--- src/rtl/clock_display_if.sv ---
// Bundle of the time-field inputs and multiplexed seven-segment outputs
// exchanged between the clock subsystem and the display driver.
interface clock_display_if;
  logic       en;
  logic       load;
  logic [5:0] count_sec;
  logic [5:0] count_min;
  logic [5:0] count_hrs;
  logic [5:0] an;
  logic [6:0] seg;
  logic       dp;
  logic       frame_start;

  modport master (
    output en, load, count_sec, count_min, count_hrs,
    input  an, seg, dp, frame_start
  );

  modport slave (
    input  en, load, count_sec, count_min, count_hrs,
    output an, seg, dp, frame_start
  );
endinterface

--- src/rtl/clock_display.sv ---
// Six-digit multiplexed common-anode display of seconds/minutes/hours; loaded
// snapshots are held in a shadow set and only shown from the next frame on.
module clock_display #(
  parameter int SCAN_DIV = 1000
) (
  input  logic           clk,
  input  logic           reset,
  clock_display_if.slave dif
);

  localparam int               SCAN_W    = $clog2(SCAN_DIV);
  localparam logic [SCAN_W-1:0] SCAN_LAST = SCAN_W'(SCAN_DIV - 1);
  localparam logic [6:0]       SEG_DASH  = 7'b0111111;
  localparam logic [6:0]       SEG_BLANK = 7'h7F;

  logic [SCAN_W-1:0] scan_q, scan_d;
  logic [2:0]        digit_q, digit_d;
  logic              en_prev_q, en_prev_d;
  logic              pending_q, pending_d;
  logic [5:0]        shadow_q [3];
  logic [5:0]        shadow_d [3];
  logic [5:0]        disp_q [3];
  logic [5:0]        disp_d [3];
  logic [5:0]        an_q, an_d;
  logic [6:0]        seg_q, seg_d;
  logic              dp_q, dp_d;
  logic              frame_start_q, frame_start_d;
  logic              boundary;
  logic [5:0]        count_in [3];
  logic [6:0]        digit_seg [6];

  assign count_in[0] = dif.count_sec;
  assign count_in[1] = dif.count_min;
  assign count_in[2] = dif.count_hrs;

  function automatic logic [6:0] seg_encode(input logic [3:0] d);
    logic [6:0] s;
    case (d)
      4'd0:    s = 7'b1000000;
      4'd1:    s = 7'b1111001;
      4'd2:    s = 7'b0100100;
      4'd3:    s = 7'b0110000;
      4'd4:    s = 7'b0011001;
      4'd5:    s = 7'b0010010;
      4'd6:    s = 7'b0000010;
      4'd7:    s = 7'b1111000;
      4'd8:    s = 7'b0000000;
      4'd9:    s = 7'b0010000;
      default: s = SEG_DASH;
    endcase
    return s;
  endfunction

  always_comb begin
    scan_d    = scan_q;
    digit_d   = digit_q;
    en_prev_d = dif.en;
    pending_d = pending_q;
    shadow_d  = shadow_q;
    disp_d    = disp_q;
    boundary  = 1'b0;

    if (dif.en) begin
      // A rising enable restarts the scan at digit 0 as a fresh frame.
      if (!en_prev_q) begin
        scan_d   = '0;
        digit_d  = 3'd0;
        boundary = 1'b1;
      end else if (scan_q == SCAN_LAST) begin
        scan_d = '0;
        if (digit_q == 3'd5) begin
          digit_d  = 3'd0;
          boundary = 1'b1;
        end else begin
          digit_d = digit_q + 3'd1;
        end
      end else begin
        scan_d = scan_q + 1'b1;
      end
    end else begin
      scan_d  = '0;
      digit_d = 3'd0;
    end

    if (dif.load) begin
      shadow_d  = count_in;
      pending_d = 1'b1;
    end

    if (boundary) begin
      if (dif.load) begin
        disp_d    = count_in;
        pending_d = 1'b0;
      end else if (pending_q) begin
        disp_d    = shadow_q;
        pending_d = 1'b0;
      end
    end
  end

  // Decode the upcoming display values so the segments line up with an/frame_start.
  for (genvar gi = 0; gi < 3; gi++) begin : g_field
    logic [3:0] tens;
    logic [3:0] ones;
    logic       over;
    assign tens = 4'(disp_d[gi] / 6'd10);
    assign ones = 4'(disp_d[gi] % 6'd10);
    assign over = disp_d[gi] > 6'd59;
    assign digit_seg[2*gi]   = over ? SEG_DASH : seg_encode(ones);
    assign digit_seg[2*gi+1] = over ? SEG_DASH : seg_encode(tens);
  end

  always_comb begin
    an_d          = 6'h3F;
    seg_d         = SEG_BLANK;
    dp_d          = 1'b1;
    frame_start_d = boundary;
    if (dif.en) begin
      an_d[digit_d] = 1'b0;
      case (digit_d)
        3'd0:    seg_d = digit_seg[0];
        3'd1:    seg_d = digit_seg[1];
        3'd2:    seg_d = digit_seg[2];
        3'd3:    seg_d = digit_seg[3];
        3'd4:    seg_d = digit_seg[4];
        3'd5:    seg_d = digit_seg[5];
        default: seg_d = SEG_BLANK;
      endcase
      // Separators between fields blink with the seconds.
      if ((digit_d == 3'd2 || digit_d == 3'd4) && !disp_d[0][0]) begin
        dp_d = 1'b0;
      end
    end
  end

  always_ff @(posedge clk or negedge reset) begin
    if (!reset) begin
      scan_q        <= '0;
      digit_q       <= 3'd0;
      en_prev_q     <= 1'b0;
      pending_q     <= 1'b0;
      shadow_q      <= '{default: '0};
      disp_q        <= '{default: '0};
      an_q          <= 6'h3F;
      seg_q         <= SEG_BLANK;
      dp_q          <= 1'b1;
      frame_start_q <= 1'b0;
    end else begin
      scan_q        <= scan_d;
      digit_q       <= digit_d;
      en_prev_q     <= en_prev_d;
      pending_q     <= pending_d;
      shadow_q      <= shadow_d;
      disp_q        <= disp_d;
      an_q          <= an_d;
      seg_q         <= seg_d;
      dp_q          <= dp_d;
      frame_start_q <= frame_start_d;
    end
  end

  assign dif.an          = an_q;
  assign dif.seg         = seg_q;
  assign dif.dp          = dp_q;
  assign dif.frame_start = frame_start_q;

endmodule

--- src/flat_wrapper.sv ---
// flat-port wrapper written by rule: the top's interface ports become plain ports
module clock_display_flat 
#(
  parameter int SCAN_DIV = 1000
)
  (clk, reset, dif_en, dif_load, dif_count_sec, dif_count_min, dif_count_hrs, dif_an, dif_seg, dif_dp, dif_frame_start);
  clock_display_if dif_i ();
  input  logic clk;
  input  logic reset;
  input wire logic [$bits(dif_i.en)-1:0] dif_en;
  input wire logic [$bits(dif_i.load)-1:0] dif_load;
  input wire logic [$bits(dif_i.count_sec)-1:0] dif_count_sec;
  input wire logic [$bits(dif_i.count_min)-1:0] dif_count_min;
  input wire logic [$bits(dif_i.count_hrs)-1:0] dif_count_hrs;
  output wire logic [$bits(dif_i.an)-1:0] dif_an;
  output wire logic [$bits(dif_i.seg)-1:0] dif_seg;
  output wire logic [$bits(dif_i.dp)-1:0] dif_dp;
  output wire logic [$bits(dif_i.frame_start)-1:0] dif_frame_start;
  assign dif_i.en = dif_en;
  assign dif_i.load = dif_load;
  assign dif_i.count_sec = dif_count_sec;
  assign dif_i.count_min = dif_count_min;
  assign dif_i.count_hrs = dif_count_hrs;
  assign dif_an = dif_i.an;
  assign dif_seg = dif_i.seg;
  assign dif_dp = dif_i.dp;
  assign dif_frame_start = dif_i.frame_start;
  clock_display #(.SCAN_DIV(SCAN_DIV)) u_core (.clk(clk), .reset(reset), .dif(dif_i));
endmodule
--- config.mk ---
export PLATFORM = sky130hd
export DESIGN_NAME = clock_display_flat
export DESIGN_NICKNAME = d
export VERILOG_FILES = /design/src/rtl/clock_display_if.sv /design/src/rtl/clock_display.sv /design/src/flat_wrapper.sv
export SDC_FILE = /design/constraint.sdc
export NUM_CORES = 1
export LEC_CHECK = 0
export BUFFER_PORTS_ARGS = -buffer_cell sky130_fd_sc_hd__buf_4
export CORE_MARGIN = 5
export CORE_UTILIZATION = 65
export DETAILED_ROUTE_END_ITERATION = 16
export GPL_TIMING_DRIVEN = 0
export PLACE_DENSITY = 0.87
export SYNTH_ARGS = -nofsm -noshare
export SYNTH_HDL_FRONTEND = slang
export SYNTH_SLANG_ARGS = --single-unit
--- constraint.sdc ---
create_clock -name clk -period 11.4 [get_ports clk]
set_input_delay 2.28 -clock clk [delete_from_list [all_inputs] [get_ports clk]]
set_output_delay 2.28 -clock clk [all_outputs]
set_load 0.05 [all_outputs]
# == Word level (Yosys, flattened, before mapping) ==
# Memory sizes are Yosys's and may differ from the RTL's.
# Cells that the tools add are included.
# totals
rom_bits,672
in_bits,22
reg_bits,66
elab_cells,77
memories,6
# mem_list
name,words,width,read_ports,rd_clocked_by_memory_dff,write_ports,line,text
(no name shown),16,7,1,0,0,clock_display.sv:38,case (d)
(no name shown),16,7,1,0,0,clock_display.sv:38,
(no name shown),16,7,1,0,0,clock_display.sv:38,
(no name shown),16,7,1,0,0,clock_display.sv:38,
(no name shown),16,7,1,0,0,clock_display.sv:38,
(no name shown),16,7,1,0,0,clock_display.sv:38,
# op_classes
magnitude_cmp,5
div_mod_pow,6
n_reduce_logical,5
n_mux,31
addsub,2
n_eq_ne,7
n_bitwise,1
# op_table
cell,n
$mux W18,3
$mux W7,7
$pmux W7 S6,1
$mux W10,3
$div A6 B4 Y6 const B,3
$gt A6 B6 Y1 const B,3
$mod A6 B4 Y6 const B,3
$mux W3,4
$mux W1,11
$add A10 B1 Y10 const B,1
$eq A10 B10 Y1 const B,1
$eq A3 B3 Y1 const B,3
$eq A3 B2 Y1 const B,2
$mux W6,1
$not A6 Y6,1
$lt A3 B4 Y1 const B,1
$add A3 B1 Y3 const B,1
$demux W1 S3,1
$eq A3 B1 Y1 const B,1
$ge A3 B1 Y1 const B,1
$logic_not A3 Y1,1
$logic_and A1 B1 Y1,2
$logic_not A1 Y1,1
$logic_or A1 B1 Y1,1

# == Logic depth before layout (Yosys ltp) ==
# Gate-level depths: netlist of the first run.
# logic_depth
depth_word,11
mapped_depth,23

# == Worst setup path after synthesis of the first run ==
# No wires, ideal clock.
# synth_timing
path_type,input-to-reg
from,input dif_load
to,register u_core.seg_q[0] (netlist: u_core.dif.seg[0])
setup_slack_ps,5615
setup_time_ps,98
cell_stages,19
arrival_ps,5686
t_required_ps,11302
path_cell_list,buf_2 buf_2 mux2_2 nor3_1 or2_1 buf_2 ha_1 and4_1 a41oi_1 o211ai_1 a21oi_1 o21a_1 inv_1 ha_1 a21oi_1 a21oi_1 a221o_1 a31oi_1 nand4_1
# synth_between
elab_chain_len,7
# synth_lines
element,line,text
from (decl),flat_wrapper.sv:11,input wire logic [$bits(dif_i.load)-1:0] dif_load;
$mux W18 *,clock_display.sv:91,if (dif.load) begin
$mux W18 *,clock_display.sv:90,if (boundary) begin
$div A6 B4 Y6 / $mod A6 B4 Y6 (equally long branches),"clock_display.sv:106, clock_display.sv:107",
$mem_v2 Z16 W7,n/a,
$mux W7 (on tied branches),"clock_display.sv:110, clock_display.sv:109",
$pmux W7 S6 *,clock_display.sv:120,case (digit_d)
$mux W7 *,clock_display.sv:118,if (dif.en) begin
via u_core.seg_d[0],clock_display.sv:25,"logic [6:0] seg_q, seg_d;"
to (signal assigned),clock_display.sv:156,seg_q <= seg_d;
to (decl),clock_display.sv:25,
# The timed path passes the listed nets; every way through them passes the cells marked *.
# A chain may end at the register's enable or synchronous reset.

# == Worst setup path after layout of the first run ==
# layout_timing
from,input dif_load
to,register u_core.seg_q[4] (netlist: u_core.dif.seg[4])
# The elaborated chain is that of the path after synthesis.

==> results.py, run 1 <==
metrics = {
    "die": {
        "fp.coreArea_um2": 8260,
        "die_area_um2": 10500,
        "die_w_um": 103,
        "dieHeight_um": 103,
        "start_util": 0.673,
        "rows": 33,
        "pin_count": 37,
    },
    "timing": {
        "hold_viol_final": 0,
        "fin_crit_ns": 6.62,
        "rsz0062_at_grt": "false",
        "clock_skew_ns": 0.00778,
        "setup_viol": 0,
        "drv_slew": 0,
        "tightest_slew_ns": 1.08,
        "period_share": 0.580,
        "tns_ns": 0,
        "slew_headroom": 0.277,
        "max_freq_mhz": 151,
    },
    "critical_path": {
        "required_ns": 11.66,
        "cp_cell_sequence": "buf_4, buf_2, nor2_1, nor2_1, buf_2, nand2_4, o21ai_1, a21oi_1, ha_1, o21ai_1, nand2_1, o32a_1, o221ai_1, nand2_1, inv_1, xnor2_1, ha_1, inv_1, nor4_1, a31o_2, nor4b_1, o31ai_1, nand4_1",
        "slowest_stage": "o21ai_1",
        "path_buf_inv": 5,
        "crit_path_end_kind": "register",
        "arrival_ns": 6.87,
        "path_max_fanout": 10,
        "cpPeakStageDelay_ns": 0.48,
        "path_delay_family": "compound AO/OA/AOI/OAI gates",
        "startpoint_type": "primary input",
        "path_class": "in2reg",
    },
    "min_path": {
        "hold_class": "reg2reg",
    },
    "global_routing": {
        "grt_max_degree": 67,
        "antenna_found_initial": 0,
        "overflow": 0,
        "grt_use_total": 0.315,
        "grt_first_pass_wirelength_mm": 26.1,
        "grt_pass1_vias": 5258,
    },
    "clocking": {
        "post_cts_buffers": 0,
        "cts-buffers-inserted": 9,
        "clock_latency_ns": 0.35,
        "hold_buffers": 0,
        "clock-sinks": 66,
        "cts_tree": "built",
        "post_cts_resize_count": 0,
        "clk_pin_slew_ns": 0.08,
        "clock_tree.buffer_depth": 2,
        "cts_root_buffer": "clkbuf_8",
        "cts_max_level": 3,
    },
    "detailed_routing": {
        "vias": 5269,
        "ant_nets": 0,
        "drtIter0Drc": 456,
        "drc_errors": 0,
        "detail_route.vias_per_cell": 6.70,
        "wl_mm": 15.7,
        "drt_first_pass_iters": 5,
        "wire_per_inst_um": 20.0,
    },
    "placed_design": {
        "port_buffers": 36,
        "place_hpwl_mm": 12.0,
        "place.gp.congestion": 0.976,
        "dp_cells": 769,
    },
    "logic_synthesis": {
        "yosysSeqAreaShare": 0.300,
        "synth_edf_count": 0,
        "async_flop_share": 1.00,
        "synth_area_um2": 5560,
        "synth_area_per_cell_um2": 8.86,
        "yosysWarnings": 0,
        "synth_cells": 628,
        "synth_flop_cell": "dfrtp_1",
        "synth.distinct_cells": 100,
        "syn-num-nets": 688,
        "synth-seq-cells": 66,
    },
    "cells_and_area": {
        "most-common-layout-cells": "dfrtp_1, nor2_1, nand2_1",
        "drive_gt1_frac": 0.213,
        "syn2layout_area_growth_pct": 11.8,
        "final_common_cell": "dfrtp_1",
        "antennaDiodeCount": 0,
        "stdcell_count": 786,
        "nets": 736,
    },
    "run": {
        "cap_violations": 0,
    },
    "run_status": {
        "status": "finished, final reports clean",
    },
    "power_and_ir_drop": {
        "peakVddDrop_mv": 0.146,
        "powerDensity_nw_per_um2": 190,
        "p_leak_uw": 0.00273,
        "total_power_uw": 1180,
    },
}
==> synthesized netlist by cell type (14+ instances only) <==
| master | instances | share of area |
|---|---|---|
| a21oi_1 | 40 | 0.036 |
| dfrtp_1 | 52 | 0.23 |
| dfstp_2 | 14 | 0.066 |
| ha_1 | 38 | 0.085 |
| inv_1 | 44 | 0.030 |
| mux2_2 | 14 | 0.028 |
| mux2i_1 | 19 | 0.034 |
| nand2_1 | 49 | 0.033 |
| nand3_1 | 14 | 0.013 |
| nor2_1 | 50 | 0.034 |
| nor3_1 | 15 | 0.013 |
| o21ai_0 | 23 | 0.021 |
==> path summary, 6_finish.rpt <==
| kind | slack, ns | cells past startpoint | startpoint | endpoint |
|---|---|---|---|---|
| min in group asynchronous | 2.02 | 1 | reset | u_core.shadow_q[2]$_DFFE_PN0P_ |
| max in group asynchronous | 8.84 | 1 | reset | u_core.digit_q[1]$_DFF_PN0_ |
| max | 4.78 | 23 | dif_load | u_core.dif.seg[4]$_DFF_PN1_ |
| min | 0.50 | 1 | u_core.scan_q[0]$_DFF_PN0_ | u_core.scan_q[0]$_DFF_PN0_ |
| min reg2reg | 0.50 | 1 | u_core.scan_q[0]$_DFF_PN0_ | u_core.scan_q[0]$_DFF_PN0_ |
| max reg2reg | 5.95 | 21 | u_core.scan_q[0]$_DFF_PN0_ | u_core.dif.seg[4]$_DFF_PN1_ |
==> worst register-to-register path: cells and delay by family (launching register included) <==
family,cells,cell delay (ns)
adders and majority gates,3,0.77
xor gates and xnor gates,1,0.20
AOI/OAI and AO/OA,5,1.61
DFF,1,0.40
buffers and inverters,4,0.55
muxes,1,0.49
and+or+nand+nor,7,1.34
==> cell type report <==
| class | count | area [um2] |
|---|---|---|
| Timing Repair Buffer | 37 | 275 |
| Tap cell | 105 | 131 |
| Fill cell | 588 | 2040 |
| Clock inverter | 7 | 124 |
| Buffer | 21 | 124 |
| Sequential cell | 66 | 1670 |
| Inverter | 55 | 225 |
| Clock buffer | 9 | 124 |
| Multi-Input combinational cell | 486 | 3540 |
==> per-layer routing <==
layer	vias to the layer above	GRT usage	wire length [um]
met5	-	0	0
met4	0	0.118	483
met3	45	0.0677	1400
met2	294	0.512	7310
met1	2523	0.413	6540
li1	2407	-	-
==> metrics by stage <==
step                cell area, um2  hold slack, ns   util  worst slack (ns)
floorplan                     5560           0.455      -              5.62
global placement              5960           0.472  0.722              4.60
detailed placement            5960           0.487  0.722              4.62
CTS                           6210           0.499  0.752              4.96
global route                  6220           0.528  0.753              4.57
finish                        6220           0.501  0.753              4.78
==> power by group <==
| part | leakage [uW] | internal (uW) | total (uW) | switching (uW) |
|---|---|---|---|---|
| combinational | 0.00182 | 232 | 643 | 410 |
| clock | 0.000120 | 147 | 252 | 105 |
| sequential | 0.000788 | 270 | 288 | 18.2 |
| total | 0.00273 | 650 | 1180 | 533 |
==> state kept, by name (all words and copies together), names as in the netlist <==
signal and flops:
u_core.dif.an 6, u_core.dif.seg 7, u_core.disp_q 18, u_core.dif.frame_start 1, u_core.shadow_q 18, u_core.digit_q 3
u_core.scan_q 10, u_core.pending_q 1, u_core.en_prev_q 1, u_core.dif.dp 1
==> logic make-up after synthesis <==
| family | Yosys count | synth area share |
|---|---|---|
| flip-flops | 66 | 0.300 |
| adder cells (fa/ha/maj) | 38 | 0.0855 |
| AO/OA/AOI/OAI | 189 | 0.257 |
| XOR/XNOR | 16 | 0.0252 |
| AND/OR/NAND/NOR | 209 | 0.203 |
| buffers and inverters | 76 | 0.0628 |
| multiplexers | 34 | 0.0666 |
(Power assumes the default switching activity.)
==> run 2: changes to the inputs <==
--- a/config.mk
+++ b/config.mk
@@ -7,10 +7,10 @@
 export LEC_CHECK = 0
 export BUFFER_PORTS_ARGS = -buffer_cell sky130_fd_sc_hd__buf_4
 export CORE_MARGIN = 5
-export CORE_UTILIZATION = 65
+export CORE_UTILIZATION = 62
 export DETAILED_ROUTE_END_ITERATION = 16
 export GPL_TIMING_DRIVEN = 0
-export PLACE_DENSITY = 0.87
+export PLACE_DENSITY = 0.83
 export SYNTH_ARGS = -nofsm -noshare
 export SYNTH_HDL_FRONTEND = slang
 export SYNTH_SLANG_ARGS = --single-unit
==> constraint.sdc (replaced) <==
create_clock -name clk -period 6.35 [get_ports clk]
set_input_delay 1.27 -clock clk [delete_from_list [all_inputs] [get_ports clk]]
set_output_delay 1.27 -clock clk [all_outputs]
set_load 0.05 [all_outputs]
==> run 2 against run 1 <==
  * Sequential power increased by 80%
  * Critical path depth unchanged
  * Hold slack got worse by 0.0056 ns
  * Die area increased by 4.4%
  * Wire length decreased by 4.9%
  * Worst setup slack got worse by 4.1 ns
  * Count of clock-buffer cells in the layout grew 2
  * Register-to-register slack got worse by 5.1 ns
  * Total power grew 71%
  * Critical path type unchanged
==> results.py, run 2 (synthesis gave the netlist of run 1 again) <==
metrics = {
    "run_status": {
        "status": "finished, final reports clean",
    },
    "cells_and_area": {
        "nets": 735,
        "fillCellCount": 703,
        "antennaDiodeCount": 0,
        "drive_gt1_frac": 0.212,
        "largestRegisters": "u_core.disp_q x18, u_core.shadow_q x18, u_core.scan_q x10",
        "final_common_cell": "dfrtp_1",
        "most-common-layout-cells": "dfrtp_1, nor2_1, nand2_1",
        "design_area_um2": 6170,
        "syn2layout_area_growth_pct": 11.0,
    },
    "placed_design": {
        "place.gp.congestion": 0.966,
        "port_buffers": 36,
        "place_area_um2": 5970,
        "place_hpwl_mm": 11.5,
    },
    "clocking": {
        "hold_buffers": 0,
        "cts_root_buffer": "clkbuf_8",
        "clock-sinks": 66,
        "clock_latency_ns": 0.34,
        "post_cts_resize_count": 0,
        "cts_max_level": 3,
        "clk_pin_slew_ns": 0.07,
        "cts_tree": "built",
        "cts-buffers-inserted": 9,
        "post_cts_buffers": 0,
        "clock_tree.buffer_depth": 2,
    },
    "critical_path": {
        "startpoint_type": "primary input",
        "crit_path_end_kind": "register",
        "timing.rr.start": "u_core.scan_q[0]$_DFF_PN0_",
        "cp-startpoint": "dif_load",
        "path_class": "in2reg",
        "arrival_ns": 5.92,
        "required_ns": 6.58,
        "path_max_fanout": 10,
    },
    "timing": {
        "tns_ns": 0,
        "holdWs_ns": 0.496,
        "setup_viol": 0,
        "hold_viol_final": 0,
        "fin_crit_ns": 5.69,
        "max_freq_mhz": 176,
        "clock_skew_ns": 0.00850,
        "tightest_slew_ns": 1.28,
        "drv_slew": 0,
        "period_share": 0.896,
        "slew_headroom": 0.139,
        "rsz0062_at_grt": "false",
    },
    "detailed_routing": {
        "ant_nets": 0,
        "vias": 5099,
        "drtIter0Drc": 451,
        "detail_route.vias_per_cell": 6.47,
        "drc_errors": 0,
        "wire_per_inst_um": 19.0,
        "wl_mm": 15.0,
        "drt_first_pass_iters": 8,
    },
    "global_routing": {
        "grt_use_total": 0.272,
        "grt_max_degree": 67,
        "grt_first_pass_wirelength_mm": 24.5,
        "antenna_found_initial": 0,
        "grt_pass1_vias": 4764,
        "overflow": 0,
    },
    "run": {
        "cap_violations": 0,
    },
    "die": {
        "die_w_um": 105,
        "start_util": 0.638,
        "die_area_um2": 11000,
        "pin_count": 37,
        "dieHeight_um": 105,
        "fp.coreArea_um2": 8720,
        "rows": 34,
    },
    "power_and_ir_drop": {
        "p_leak_uw": 0.00271,
        "powerDensity_nw_per_um2": 327,
        "peakVddDrop_mv": 0.244,
    },
    "min_path": {
        "hold_class": "reg2reg",
        "hold_path_startpoint": "u_core.scan_q[0]$_DFF_PN0_",
    },
}
-- run 2: cell types whose count changed in the layout (fill, tap and decap cells not counted), sizes merged --
cell,before,now
bufinv,3,1
inv,54,52
clkinv,4,6
clkbuf,18,19
-- run 2: through the flow --
step | setup WS (ns) | total power (uW) | util | std cells
3_3_place_gp | 0.506 | 1610 | 0.684 | 772
5_1_grt | 0.168 | 2160 | 0.708 | 788
6_report | 0.658 | 2020 | 0.708 | 788
2_1_floorplan | 1.58 | 1370 | - | 628
4_1_cts | 0.743 | 2010 | 0.708 | 788
3_5_place_dp | 0.417 | 1630 | 0.684 | 772
-- run 2: report_power, final --
part | internal [uW] | switching (uW) | total [uW] | leakage [uW]
Combinational | 417 | 718 | 1130 | 0.00182
Clock | 201 | 165 | 366 | 0.000105
Sequential | 485 | 32.0 | 517 | 0.000788
-- run 2: path summary, 6_finish.rpt --
kind                       cells after the start                              to  slack [ns]
max reg2reg                                   21     u_core.dif.seg[4]$_DFF_PN1_        0.84
min reg2reg                                    1      u_core.scan_q[0]$_DFF_PN0_        0.50
min                                            1      u_core.scan_q[0]$_DFF_PN0_        0.50
max                                           23     u_core.dif.seg[4]$_DFF_PN1_        0.66
min in group asynchronous                      1  u_core.shadow_q[2]$_DFFE_PN0P_        1.03
max in group asynchronous                      1     u_core.digit_q[1]$_DFF_PN0_        4.78
-- run 2: layer usage --
metal	GRT usage	vias to the layer above	routed length, um	part of all wire
met4	0.0941	0	313	0.021
met2	0.435	228	7000	0.47
met5	0	-	0	0
li1	-	2400	-	-
met1	0.377	2444	6610	0.44
met3	0.0407	27	1050	0.070
-- run 2: cell type report --
cell class / count / area [um2] / share of cell area
Timing Repair Buffer: 36 / 270 / 0.0438
Inverter: 55 / 225 / 0.0365
Sequential cell: 66 / 1670 / 0.270
Multi-Input combinational cell: 486 / 3540 / 0.574
Clock buffer: 11 / 151 / 0.0245
Buffer: 21 / 124 / 0.0201
Clock inverter: 5 / 52.6 / 0.00852
Tap cell: 108 / 135 / 0.0219
-- run 2: worst max-delay path, cell delays in order --
cell      delay [ns]
buf_4           0.11
buf_2           0.24
nor2_1          0.12
nor2_1          0.21
buf_2           0.29
nand2_4         0.16
o21ai_1         0.48
a21oi_1         0.20
ha_1            0.23
o21ai_1         0.12
nand2_1         0.13
o32a_1          0.31
o221ai_1        0.07
nand2_1         0.15
inv_1           0.21
xnor2_1         0.22
ha_1            0.29
inv_1           0.06
nor4_1          0.31
a31o_2          0.16
nor4b_1         0.05
o31ai_1         0.31
nand4_1         0.21
